### src/rtl/pem_pkg.sv
// Shared state encoding and default sizing for the pulse event monitor.
package pem_pkg;

  localparam int DEF_CNT_W      = 16;
  localparam int DEF_WIN_W      = 32;
  localparam int DEF_CLR_CYCLES = 2;

  typedef enum logic [2:0] {
    S_IDLE  = 3'd0,
    S_ARM   = 3'd1,
    S_WAIT  = 3'd2,
    S_CLEAR = 3'd3,
    S_DONE  = 3'd4
  } pem_state_t;

endpackage

### src/rtl/pem_window_timer.sv
// Test-window down-counter: load has priority, counts down to zero and holds there.
module pem_window_timer #(
  parameter int W = 32
) (
  input  logic         clk,
  input  logic         clrn,
  input  logic         load,
  input  logic         en,
  input  logic [W-1:0] load_val,
  output logic [W-1:0] value,
  output logic         zero
);

  always_ff @(posedge clk or negedge clrn) begin
    if (!clrn) begin
      value <= '0;
    end else if (load) begin
      value <= load_val;
    end else if (en && (value != '0)) begin
      value <= value - W'(1);
    end
  end

  assign zero = (value == '0);

endmodule

### src/rtl/pulse_event_monitor.sv
// Counts flag events inside a timed window, clearing the upstream edge latch after
// each event; reports count, pass/fail against an expected count, and overflow.
module pulse_event_monitor
  import pem_pkg::*;
#(
  parameter int CNT_W      = DEF_CNT_W,
  parameter int WIN_W      = DEF_WIN_W,
  parameter int CLR_CYCLES = DEF_CLR_CYCLES
) (
  input  logic             clk,
  input  logic             clrn,
  input  logic             flag_i,
  output logic             clr_o,
  input  logic             start_i,
  input  logic             abort_i,
  input  logic [WIN_W-1:0] window_i,
  input  logic [CNT_W-1:0] expected_i,
  output logic [CNT_W-1:0] count_o,
  output logic             busy_o,
  output logic             done_o,
  output logic             pass_o,
  output logic             overflow_o
);

  localparam int CLR_W = (CLR_CYCLES > 1) ? $clog2(CLR_CYCLES) : 1;
  localparam logic [CLR_W-1:0] CLR_LOAD = CLR_W'(CLR_CYCLES - 1);

  pem_state_t       state, nxt;
  logic [CNT_W-1:0] exp_q, exp_nxt, cnt_nxt;
  logic             ovf_nxt;
  logic [CLR_W-1:0] clr_cnt, clr_nxt;
  logic             t_load, t_en, t_zero, t_last;
  logic [WIN_W-1:0] t_value;

  pem_window_timer #(.W(WIN_W)) u_timer (
    .clk      (clk),
    .clrn     (clrn),
    .load     (t_load),
    .en       (t_en),
    .load_val (window_i),
    .value    (t_value),
    .zero     (t_zero)
  );

  assign t_en   = (state == S_WAIT) || (state == S_CLEAR);
  // Timer value 1 means this is the final window cycle.
  assign t_last = t_zero || (t_value == WIN_W'(1));

  always_comb begin
    nxt     = state;
    cnt_nxt = count_o;
    ovf_nxt = overflow_o;
    exp_nxt = exp_q;
    clr_nxt = clr_cnt;
    t_load  = 1'b0;
    if (abort_i) begin
      nxt = S_IDLE;
    end else begin
      case (state)
        S_IDLE, S_DONE: begin
          if (start_i) begin
            nxt     = S_ARM;
            cnt_nxt = '0;
            ovf_nxt = 1'b0;
            exp_nxt = expected_i;
            t_load  = 1'b1;
          end
        end
        S_ARM: begin
          if (!flag_i) nxt = S_WAIT;
        end
        S_WAIT: begin
          if (t_zero) begin
            nxt = S_DONE;
          end else begin
            if (flag_i) begin
              if (count_o == '1) ovf_nxt = 1'b1;
              else               cnt_nxt = count_o + CNT_W'(1);
            end
            if (t_last) begin
              nxt = S_DONE;
            end else if (flag_i) begin
              nxt     = S_CLEAR;
              clr_nxt = CLR_LOAD;
            end
          end
        end
        S_CLEAR: begin
          if (t_last) begin
            nxt = S_DONE;
          end else if (clr_cnt == '0) begin
            if (!flag_i) nxt = S_WAIT;
          end else begin
            clr_nxt = clr_cnt - CLR_W'(1);
          end
        end
        default: nxt = S_IDLE;
      endcase
    end
  end

  always_ff @(posedge clk or negedge clrn) begin
    if (!clrn) begin
      state      <= S_IDLE;
      count_o    <= '0;
      overflow_o <= 1'b0;
      exp_q      <= '0;
      clr_cnt    <= '0;
      clr_o      <= 1'b1;
      busy_o     <= 1'b0;
      done_o     <= 1'b0;
      pass_o     <= 1'b0;
    end else begin
      state      <= nxt;
      count_o    <= cnt_nxt;
      overflow_o <= ovf_nxt;
      exp_q      <= exp_nxt;
      clr_cnt    <= clr_nxt;
      clr_o      <= (nxt != S_WAIT);
      busy_o     <= (nxt == S_ARM) || (nxt == S_WAIT) || (nxt == S_CLEAR);
      done_o     <= (nxt == S_DONE);
      pass_o     <= (nxt == S_DONE) && (cnt_nxt == exp_nxt) && !ovf_nxt;
    end
  end

endmodule

### config.mk
export PLATFORM = sky130hd
export DESIGN_NAME = pulse_event_monitor
export DESIGN_NICKNAME = d
export VERILOG_FILES = /design/src/rtl/pem_pkg.sv /design/src/rtl/pem_window_timer.sv /design/src/rtl/pulse_event_monitor.sv
export SDC_FILE = /design/constraint.sdc
export NUM_CORES = 1
export LEC_CHECK = 0
export ABC_AREA = 1
export BUFFER_PORTS_ARGS = -buffer_cell sky130_fd_sc_hd__buf_2
export CAP_MARGIN = 20
export CORE_ASPECT_RATIO = 0.5
export CORE_MARGIN = 8
export CORE_UTILIZATION = 45
export DETAILED_ROUTE_END_ITERATION = 6
export PLACE_DENSITY = 0.63
export SYNTH_ARGS = -nofsm -noshare
export SYNTH_HDL_FRONTEND = slang
export SYNTH_SLANG_ARGS = --single-unit
export TNS_END_PERCENT = 1
### constraint.sdc
create_clock -name clk -period 2.75 [get_ports clk]
set_clock_uncertainty 0.1 [all_clocks]
set_input_delay 0.6875 -clock clk [delete_from_list [all_inputs] [get_ports clk]]
set_output_delay 0.6875 -clock clk [all_outputs]
set_load 0.01 [all_outputs]
==> run metrics <==
fin crit share 88.8%; Top Ports between 70 and 80; cell area after layout roughly 5900 um^2; CP required slightly below 3000 ps; Gate Count Post-Synth 714; CTS buffer count 9; hold_buf cts 0; power density over the cells 750 nW/um^2; drt total wl between 10000 and 15000 um; largest net degree at the start of global routing 38; # setup viols final 0; Mapped Nets roughly 770; average wire per standard cell 14.3 um; vias in the first global route around 4.9k; routability cong. 0.911; CTS tree done; HPWL Detailed 10200 um; worst-path maximum fanout 9; Post-Syn Area 4950 um^2; register area share after synthesis 36.9%; Slew HR 66.5%; H-tree depth 3; All-Layer GR Usage 19.2%; worst slew pin tran 502 ps; clk slew on worst S/H paths ~60 ps; worst hold margin between 200 and 250 ps; starting DRC count in detailed routing 369; antenna violations before repair 0; Residual DRC 0; DP Area 5530 um^2; die span in x approximately 160 um; Max clock buf depth 2; max-cap viol count 0; area delta synth->final 18.9%; Die H 90.2 um; vias 4856; Vias/cell between 5 and 6; clock sinks 73; CP Data Arrival Time 2620 ps; layout cells sized above 1 19.9%; TNS Setup 0 ps; first-pass GRT wire length 23300 um; Final Max Tran Viols 0; GRT overflow 0; Placed Cells 933; ys async rst share 100%; Site Rows 27; worst vdd ir 0.386 mV; Initial Util between 40% and 50%; yosys warns 0; die area 14800 um^2; main flop type after synthesis dfrtp_1; nets between 800 and 900; Pre-antenna DRT Iters 5; IO buf count 73; Final Non-Filler Cells 949; Hold Path Class in2async; Fin. Hold Viols 0; outcome completed; number of antenna diodes 0; clk_lat worst skew 340 ps; r2r setup slk 310 ps; Root Buffer clkbuf_16; Yosys reg bits 73; Post-Syn Area per Cell 6.93 um^2; LEAKAGE 3.01 nW; Core ar. between 10000 and 15000 um^2; r2r worst-path depth 17; ANT nets after route 0; Startpoint Class register; total power 4.42 mW; fin crit period 2440 ps; fmax 409 MHz; critical path class reg2reg; RSZ-0062 raised after global routing no; Worst setup EP type register; EDFF count, synth 0; Yosys cell types 47
power breakdown:
group          switching, mW  internal [mW]
clock                  0.495          0.886
combinational          0.880          0.547
sequential             0.251           1.36
cells in the mapped netlist (2+ instances only):
| master | count | area [um^2] |
|---|---|---|
| nor4_1 | 5 | 31.3 |
| nand3_1 | 53 | 265 |
| nand2_4 | 2 | 22.5 |
| a21oi_1 | 17 | 85.1 |
| ha_1 | 4 | 50.1 |
| nor2_1 | 88 | 330 |
| nand4_1 | 14 | 87.6 |
| o21ai_2 | 6 | 52.6 |
| nor3_2 | 2 | 20.0 |
| a31oi_1 | 4 | 25.0 |
| o21ai_1 | 9 | 45.0 |
| or2_2 | 6 | 37.5 |
| o21bai_1 | 2 | 15.0 |
| nor2_4 | 4 | 45.0 |
| xnor2_1 | 2 | 17.5 |
| o21ai_0 | 30 | 150 |
| o211ai_1 | 10 | 75.1 |
| nand3_2 | 6 | 60.1 |
| xor2_1 | 16 | 140 |
| dfrtp_1 | 72 | 1800 |
| buf_2 | 10 | 50.1 |
| or2_1 | 3 | 18.8 |
| inv_2 | 6 | 22.5 |
| a22oi_1 | 3 | 22.5 |
| nand2_1 | 197 | 739 |
| buf_6 | 5 | 56.3 |
| clkbuf_1 | 2 | 7.51 |
| inv_1 | 89 | 334 |
| nor3_1 | 11 | 55.1 |
| nor2_2 | 5 | 31.3 |
| nand2_2 | 8 | 50.1 |
| o22ai_1 | 8 | 50.1 |
registers in the layout, indices dropped and copies added, names as in the netlist:
| register | count |
|---|---|
| clr_cnt | 1 |
| overflow_o | 1 |
| pass_o | 1 |
| busy_o | 1 |
| done_o | 1 |
| clr_o | 1 |
| state | 3 |
| count_o | 16 |
| exp_q | 16 |
| u_timer.value | 32 |
cell families (layout without fill, tap and decap cells):
| family | Yosys count | in the layout | synth area share, % |
|---|---|---|---|
| AOI/OAI and AO/OA | 97 | 97 | 12.0 |
| DFF | 73 | 73 | 36.9 |
| and+or+nand+nor | 408 | 408 | 37.1 |
| adders and majority gates | 4 | 4 | 1.01 |
| xor gates and xnor gates | 18 | 18 | 3.19 |
| buffers and inverters | 114 | 204 | 9.78 |
cell type report:
cell class	instances	area, um^2
Clock inverter	7	119
Multi-Input combinational cell	527	2650
Inverter	96	363
Fill cell	1098	4960
Tap cell	145	181
Timing Repair Buffer	92	523
Sequential cell	73	1830
Clock buffer	9	225
critical path: stages (launching register included):
cell     delay, ps
dfrtp_1        400
nor2_1         150
nand2_1        120
nor2_1         220
nand2_1        130
nor2_4         280
nor2_4         120
nand2_1         80
nand2_1         40
nand2_1         60
nand2_1         50
nand2_1         70
nand2_1         60
nand2_1         50
nand2_1         40
nor2_1         190
nand3_1        110
nor2_1          90
layout by cell type (no fill, tap or decap), types with 8 or more instances in the layout:
cell / instances
a21oi_1: 17
buf_2: 72
buf_4: 19
clkbuf_16: 9
dfrtp_1: 72
inv_1: 89
nand2_1: 197
nand3_1: 53
nand4_1: 14
nor2_1: 88
nor3_1: 11
o211ai_1: 10
o21ai_0: 30
o21ai_1: 9
o22ai_1: 8
xor2_1: 16
worst paths after layout:
check	startpoint	end
max in group asynchronous	clrn	count_o[14]
hold / removal	clrn	pass_o
setup reg to reg	u_timer.value[10]	pass_o
min in group clk	exp_q[15]	exp_q[15]
setup / recovery	u_timer.value[10]	pass_o
hold reg to reg	exp_q[15]	exp_q[15]
through the flow:
| step | util [%] | setup WS [ps] |
|---|---|---|
| finish | 54.3 | 308 |
| global route | 54.3 | 31.0 |
| CTS | 54.2 | 159 |
| detailed placement | 51.0 | 88.4 |
| global placement | 51.0 | 129 |
| floorplan | - | 599 |
timing repair:
item                       4_1_cts  5_1_grt
resized for setup                0        2
setup buffers                    0        0
setup endpoints to repair        0       15
hold endpoints to repair         0        0
routing by layer:
| metal | vias up | track usage (%) | wire length [um] |
|---|---|---|---|
| met4 | 0 | 5.49 | 174 |
| met5 | - | 0 | 0 |
| met1 | 2250 | 25.2 | 6470 |
| met3 | 18 | 4.28 | 659 |
| met2 | 104 | 30.9 | 6300 |
| li1 | 2484 | - | - |
Note: power is estimated with default switching activity, not from simulation.
